[src/rtl/rptr_empty_fwft.sv]
// Read-side pointer, synchronized empty flag and one-entry FWFT output
// register for the async FIFO, clocked by rclk.
module rptr_empty_fwft #(
    parameter int AddrWidth = 4,
    parameter int DataWidth = 8
) (
    input  logic                 rclk,
    input  logic                 rrst,
    input  logic                 aempty_n,
    input  logic [DataWidth-1:0] mem_rdata_i,
    input  logic                 rready_i,
    output logic [AddrWidth-1:0] raddr_o,
    output logic [AddrWidth-1:0] rptr_o,
    output logic                 mem_ren_o,
    output logic                 rempty_o,
    output logic                 rvalid_o,
    output logic [DataWidth-1:0] rdata_o
);

    logic [AddrWidth-1:0] r_bin;
    logic [AddrWidth-1:0] r_gray;
    logic                 r_rempty;
    logic                 r_rempty2;
    logic                 r_rvalid;
    logic [DataWidth-1:0] r_rdata;

    logic                 w_rempty;
    logic                 w_fetch;
    logic [AddrWidth-1:0] w_bnext;
    logic [AddrWidth-1:0] w_gnext;

    // Assert immediately on the raw input, release only after two edges.
    assign w_rempty = r_rempty | ~aempty_n;
    assign w_fetch  = ~w_rempty & (~r_rvalid | rready_i);
    assign w_bnext  = r_bin + AddrWidth'(w_fetch);
    assign w_gnext  = (w_bnext >> 1) ^ w_bnext;

    always_ff @(posedge rclk) begin
        if (rrst) begin
            r_bin     <= '0;
            r_gray    <= '0;
            r_rempty  <= 1'b1;
            r_rempty2 <= 1'b1;
            r_rvalid  <= 1'b0;
            r_rdata   <= '0;
        end else begin
            r_bin  <= w_bnext;
            r_gray <= w_gnext;
            if (!aempty_n) begin
                r_rempty  <= 1'b1;
                r_rempty2 <= 1'b1;
            end else begin
                r_rempty  <= r_rempty2;
                r_rempty2 <= 1'b0;
            end
            if (w_fetch) begin
                r_rdata  <= mem_rdata_i;
                r_rvalid <= 1'b1;
            end else if (r_rvalid && rready_i) begin
                r_rvalid <= 1'b0;
            end
        end
    end

    assign raddr_o   = r_bin;
    assign rptr_o    = r_gray;
    assign mem_ren_o = w_fetch;
    assign rempty_o  = w_rempty;
    assign rvalid_o  = r_rvalid;
    assign rdata_o   = r_rdata;

endmodule

[config.mk]
export PLATFORM = sky130hd
export DESIGN_NAME = rptr_empty_fwft
export DESIGN_NICKNAME = d
export VERILOG_FILES = /design/src/rtl/rptr_empty_fwft.sv
export SDC_FILE = /design/constraint.sdc
export NUM_CORES = 1
export LEC_CHECK = 0
export ABC_CLOCK_PERIOD_IN_PS = 1950
export BUFFER_PORTS_ARGS = -buffer_cell sky130_fd_sc_hd__buf_2
export CAP_MARGIN = 25
export CORE_AREA = 2 2 44 46
export CTS_CLUSTER_SIZE = 8
export DETAILED_ROUTE_END_ITERATION = 16
export DIE_AREA = 0 0 46 48
export PLACE_DENSITY = 0.73
export SLEW_MARGIN = 20
export SYNTH_ARGS = -nofsm -noshare
export SYNTH_HDL_FRONTEND = slang
export SYNTH_SLANG_ARGS = --single-unit
[constraint.sdc]
create_clock -name rclk -period 1.95 [get_ports rclk]
set_input_delay 0.195 -clock rclk [delete_from_list [all_inputs] [get_ports rclk]]
set_output_delay 0.195 -clock rclk [all_outputs]
set_load 0.02 [all_outputs]
==> results.py, run 1 <==
metrics = {
    "floorplan": {
        "die_area_um2": 2208,
        "std_cell_rows": 15,
        "fp.coreArea_um2": 1689,
        "start_util_pct": 41.85,
        "die_height_um": 48,
        "die_w_um": 46,
        "io_pins": 31,
    },
    "clock_network": {
        "numCtsBuffers": 3,
        "path_clk_slew_ns": 0.11,
        "cts_buffer_depth": 2,
        "htree_levels": 1,
        "cts_resized": 0,
        "cts-root-buf": "clkbuf_4",
        "holdBufCountCts": 0,
        "clkLatencyLatePin_ns": 0.29,
        "cts_tree": "done",
        "post-cts-setup-buffers": 0,
        "cts.sink_count": 18,
    },
    "yosys": {
        "synthTopCellsByArea": "dfxtp_1 51%, a21oi_1 7.1%, nand3_1 6.4%",
        "synth_top_area_share_pct": 50.97,
        "netlist_top_cells_count": "18 x dfxtp_1, 10 x a21oi_1, 9 x nand3_1",
        "synth.net_count": 88,
        "synth-edff-count": 0,
        "ys_types": 24,
        "synth_area_leader_cell": "dfxtp_1",
        "synthArstFlopShare_pct": 0,
        "synthesis.area_um2": 706.9,
        "synth_most_common_cell": "dfxtp_1",
        "yosysSeqAreaShare_pct": 50.97,
        "yosys_register_bits": 18,
        "syn_area_per_cell_um2": 9.553,
        "ys.flop_type": "dfxtp_1",
        "ys_warn_count": 0,
        "syn_inst": 74,
    },
    "timing": {
        "min_period_ns": 1.624,
        "fin_skew_ns": 0.008451,
        "finalSetupViolCount": 0,
        "finalCritPeriodShare_pct": 83.27,
        "tns_ns": 0,
        "slew_viol_final": 0,
        "grt_setup_unrepaired": "no",
        "max_slew_margin_pct": 78.75,
        "fmax_mhz": 615.8,
        "whs_ns": 0.09440,
        "finalHoldViolCount": 0,
        "worst_pin_slew_ns": 0.3187,
        "worst_slack_ns": 0.3262,
    },
    "placement": {
        "dp_hpwl_um": 959.4,
        "numPortBuffers": 30,
        "dp_cells": 116,
        "routabilityCongestion": 0.7115,
        "pre_cts_slack_ns": 0.2980,
        "post_dp_cell_area_um2": 844.6,
    },
    "routing": {
        "drt-initial-drc-count": 8,
        "wire_per_inst_um": 11.04,
        "ant_nets": 0,
        "vias": 603,
        "drc_errors": 0,
        "dr.pass1.iters": 4,
        "avgViaCountPerCell": 5.025,
        "drt-total-wl_um": 1325,
    },
    "setup_path": {
        "cp-end-kind": "flip-flop",
        "worstReg2RegEnd": "rptr_o[1]$_SDFF_PP0_",
        "r2r_setup_slack_ns": 0.33,
        "cp.required_ns": 2.12,
        "path_class": "flip-flop to flip-flop",
        "startpoint": "rvalid_o$_SDFFE_PP0P_",
        "cp-start-kind": "flip-flop",
        "reg2reg_depth": 7,
        "crit_arrival_ns": 1.80,
        "cp-endpoint": "rptr_o[1]$_SDFF_PP0_",
        "worst-path-max-fanout": 9,
        "reg2reg_from": "rvalid_o$_SDFFE_PP0P_",
    },
    "finish": {
        "fin_area_um2": 880.8,
        "fillCellCount": 158,
        "areaGrowthSynthToFinish_pct": 24.60,
        "fin_util_pct": 52.15,
        "layout-drive-gt1-share_pct": 38.83,
        "fin_nets": 118,
        "fin_cells": 120,
        "n_antenna_cell": 0,
    },
    "run_status": {
        "status": "completed",
    },
    "power_and_ir_drop": {
        "ir_worst_vdd_mv": 0.3691,
        "leakage_nw": 0.4162,
        "p_total_uw": 636.2,
        "power_density_nw_per_um2": 722.2,
    },
    "global_routing": {
        "grtUsageMet2_pct": 20.83,
        "overflow": 0,
        "grt_pass1_wl_um": 2014,
        "met1_usage_pct": 15.35,
        "antenna_found_initial": 0,
        "grtUsageTotal_pct": 12.94,
        "use_met3_pct": 4.151,
        "grt_pass1_vias": 473,
        "grt-busiest-layer": "met2",
        "grt_max_degree": 18,
    },
    "min_path": {
        "hold_path_class": "primary input to flip-flop",
    },
    "flow_run": {
        "drv_cap": 0,
    },
}
-- per-layer routing --
metal	vias up	wire, µm
li1	309	-
met1	269	612
met2	23	595
met3	2	102
met4	0	13
met5	-	0
-- logic make-up after synthesis --
kind of cell               count (synthesis)  share of synthesized area, %
xor gates and xnor gates                   5                         6.196
and+or+nand+nor                           24                         18.94
AOI/OAI and AO/OA                         18                         13.27
buffers and inverters                      7                         7.079
DFF                                       18                         50.97
adders and majority gates                  2                         3.539
-- registers in the layout (all words and copies together) (netlist names) --
register   count
rdata_o        8
raddr_o        4
rptr_o         3
r_rempty       1
r_rempty2      1
rvalid_o       1
-- where the power goes --
group | internal [mW] | switching [mW] | leakage, nW
registers | 0.373 | 0.00217 | 0.146
clock network | 0.114 | 0.110 | 0.0210
logic | 0.0171 | 0.0207 | 0.250
-- cell type report --
| class | count | area, µm² | share of cell area [%] |
|---|---|---|---|
| multi-input combinational | 49 | 299.0 | 33.95 |
| tap | 17 | 21.27 | 2.415 |
| clock buffer | 4 | 36.28 | 4.119 |
| timing repair buffer | 31 | 157.7 | 17.90 |
| inverter | 1 | 6.256 | 0.7102 |
| sequential | 18 | 360.3 | 40.91 |
-- layout by cell type (no fill, tap or decap), types with 2 or more instances in the layout --
cell type	Yosys	routed
a21oi_1	10	10
clkbuf_4	0	3
xor2_1	3	3
ha_1	2	2
dfxtp_1	18	18
nand3_1	9	9
nor2_1	5	4
o21ai_1	6	6
xnor2_1	2	2
buf_2	1	30
nand2b_1	2	2
nor2b_1	2	2
-- worst max-delay path, cell delays in order (launching register included) --
cell and delay, ns:
dfxtp_1 0.36, and2b_4 0.23, nor2_2 0.05, ha_1 0.20, ha_1 0.22, xnor2_1 0.23, xor2_1 0.16, nor2_1 0.05
-- worst min path at each step --
stage                               startpoint              endpoint  slack [ns]  cells after the start
after floorplan                       aempty_n  r_rempty2$_SDFF_PP1_        0.28                      1
after global placement    r_rempty2$_SDFF_PP1_   r_rempty$_SDFF_PP1_        0.39                      1
after detailed placement  r_rempty2$_SDFF_PP1_   r_rempty$_SDFF_PP1_        0.40                      1
after CTS                             aempty_n  r_rempty2$_SDFF_PP1_        0.09                      2
after global routing                  aempty_n  r_rempty2$_SDFF_PP1_        0.10                      2
final                                 aempty_n  r_rempty2$_SDFF_PP1_        0.09                      2
Power figures use the tool's default switching activity.
==> run 2, diff against run 1 <==
--- a/config.mk
+++ b/config.mk
@@ -5,7 +5,7 @@
 export SDC_FILE = /design/constraint.sdc
 export NUM_CORES = 1
 export LEC_CHECK = 0
-export ABC_CLOCK_PERIOD_IN_PS = 1950
+export ABC_CLOCK_PERIOD_IN_PS = 1560
 export BUFFER_PORTS_ARGS = -buffer_cell sky130_fd_sc_hd__buf_2
 export CAP_MARGIN = 25
 export CORE_AREA = 2 2 44 46
==> constraint.sdc (replaced) <==
create_clock -name rclk -period 1.56 [get_ports rclk]
set_input_delay 0.156 -clock rclk [delete_from_list [all_inputs] [get_ports rclk]]
set_output_delay 0.156 -clock rclk [all_outputs]
set_load 0.02 [all_outputs]
==> results.py, run 2 (synthesis results as in run 1) <==
metrics = {
    "run_status": {
        "status": "completed",
    },
    "global_routing": {
        "grtUsageTotal_pct": 13.59,
        "grt_pass1_vias": 500,
        "grt_pass1_wl_um": 2028,
        "grt_max_degree": 18,
        "overflow": 0,
        "antenna_found_initial": 0,
    },
    "routing": {
        "avgViaCountPerCell": 5.083,
        "wire_per_inst_um": 11.97,
        "ant_nets": 0,
        "drc_errors": 0,
        "dr.pass1.iters": 3,
        "drt-initial-drc-count": 12,
        "drt-total-wl_um": 1436,
        "vias": 610,
    },
    "setup_path": {
        "path_delay_family": "flip-flops",
        "crit_buf_inv": 1,
        "crit_arrival_ns": 1.65,
        "cp.required_ns": 1.73,
        "reg2reg_from": "r_rempty$_SDFF_PP1_",
        "r2r_setup_slack_ns": 0.08,
        "cp-end-kind": "flip-flop",
        "slowest_delay_ns": 0.34,
        "path_class": "flip-flop to flip-flop",
        "cp_cell_sequence": "nor2b_4 -> inv_4 -> nor2_4 -> ha_4 -> ha_4 -> xnor2_2 -> xor2_1 -> nor2_1",
        "cp-start-kind": "flip-flop",
        "cp_common_cell": "ha_4",
        "worstReg2RegEnd": "rptr_o[1]$_SDFF_PP0_",
        "worst-path-max-fanout": 11,
        "slowest_stage": "dfxtp_2",
        "reg2reg_depth": 8,
    },
    "clock_network": {
        "clkLatencyLatePin_ns": 0.29,
        "cts.sink_count": 18,
        "cts-root-buf": "clkbuf_4",
        "cts_buffer_depth": 2,
        "cts_tree": "done",
        "path_clk_slew_ns": 0.09,
        "numCtsBuffers": 3,
        "htree_levels": 1,
    },
    "timing": {
        "min_period_ns": 1.479,
        "tns_ns": 0,
        "finalCritPeriodShare_pct": 94.83,
        "finalSetupViolCount": 0,
        "fin_skew_ns": 0.006607,
        "fmax_mhz": 676.0,
        "worst_pin_slew_ns": 0.3358,
        "grt_setup_unrepaired": "no",
        "slew_viol_final": 0,
        "max_slew_margin_pct": 77.62,
        "finalHoldViolCount": 0,
    },
    "finish": {
        "layout-drive-gt1-share_pct": 44.66,
        "areaGrowthSynthToFinish_pct": 30.97,
        "fin_nets": 119,
        "largest_reg_flops": 8,
        "final_common_cell": "buf_2",
        "fin_util_pct": 54.81,
        "final_cell_mix": "30 x buf_2, 17 x dfxtp_1, 10 x a21oi_1, 9 x nand3_1, 6 x o21ai_1",
        "n_antenna_cell": 0,
    },
    "placement": {
        "routabilityCongestion": 0.7272,
        "numPortBuffers": 30,
    },
    "floorplan": {
        "fp.coreArea_um2": 1689,
        "io_pins": 31,
        "start_util_pct": 41.85,
        "die_w_um": 46,
        "die_area_um2": 2208,
        "std_cell_rows": 15,
        "die_height_um": 48,
    },
    "min_path": {
        "holdPathEnd": "r_rempty2$_SDFF_PP1_",
        "min_delay_path_depth": 2,
        "min_from": "aempty_n",
        "hold_path_class": "primary input to flip-flop",
    },
    "power_and_ir_drop": {
        "leakage_nw": 0.4091,
        "power_density_nw_per_um2": 793.2,
        "ir_worst_vdd_mv": 0.4954,
    },
    "flow_run": {
        "drv_cap": 0,
    },
}
-- run 2: changes by cell type in the layout (fill, tap and decap cells not counted), sizes merged --
cell / before / now
buf: 31 / 32
clkbuf: 4 / 3
-- run 2: layer usage --
| metal | wire (µm) | track usage [%] | vias to the layer above |
|---|---|---|---|
| li1 | - | - | 304 |
| met1 | 629 | 15.00 | 286 |
| met3 | 88 | 4.528 | 2 |
| met2 | 703 | 21.67 | 18 |
| met5 | 0 | 0 | - |
| met4 | 14 | 10.29 | 0 |
-- run 2: report_power, final --
part | internal [mW] | switching (mW)
clock | 0.0897 | 0.127
sequential | 0.466 | 0.00303
combinational | 0.0223 | 0.0271
total | 0.578 | 0.157
-- run 2: timing repair --
item                                    in CTS  in global routing
gates resized for setup                      0                  3
hold buffers                                 0                  0
endpoints found under the hold margin        0                  0
setup buffers                                0                  0
endpoints found under the setup margin       0                  1
-- run 2: area by class of cell --
cell class | count | area, µm²
clock buffers | 3 | 22.52
fillers | 157 | 763.2
inverters | 1 | 6.256
multi-input cells | 49 | 349.1
flip-flops and latches | 18 | 361.6
well taps | 17 | 21.27
repair buffers | 32 | 165.2
-- run 2: worst max path at each step --
stage	slack [ns]	from	cells after the start	to
after global routing	0.007	r_rempty$_SDFF_PP1_	8	rptr_o[2]$_SDFF_PP0_
final	0.08	r_rempty$_SDFF_PP1_	8	rptr_o[1]$_SDFF_PP0_
after detailed placement	0.10	aempty_n	9	rptr_o[1]$_SDFF_PP0_
after CTS	0.08	rvalid_o$_SDFFE_PP0P_	7	rptr_o[1]$_SDFF_PP0_
after global placement	0.15	rready_i	8	rptr_o[1]$_SDFF_PP0_
after floorplan	-0.08	r_rempty$_SDFF_PP1_	10	rptr_o[2]$_SDFF_PP0_
-- run 2: worst register-to-register path, delay by kind of cell, from the launching register on --
| kind | cells | cell delay (ns) |
|---|---|---|
| buf+inv | 1 | 0.08 |
| flops | 1 | 0.34 |
| fa+ha+maj | 2 | 0.31 |
| simple gates | 3 | 0.30 |
| xor+xnor | 2 | 0.32 |
-- run 2: through the flow --
stage / hold slack, ns / area [µm²] / instances / setup WS (ns) / total power, mW
floorplan: 0.2433 / 744.5 / 74 / -0.08371 / 0.5087
global route: 0.05392 / 925.9 / 120 / 0.006630 / 0.7695
finish: 0.06626 / 925.9 / 120 / 0.08068 / 0.7344
CTS: 0.04872 / 905.9 / 120 / 0.07658 / 0.7511
detailed placement: 0.3666 / 883.3 / 117 / 0.1027 / 0.5287
global placement: 0.3641 / 883.3 / 117 / 0.1457 / 0.5277
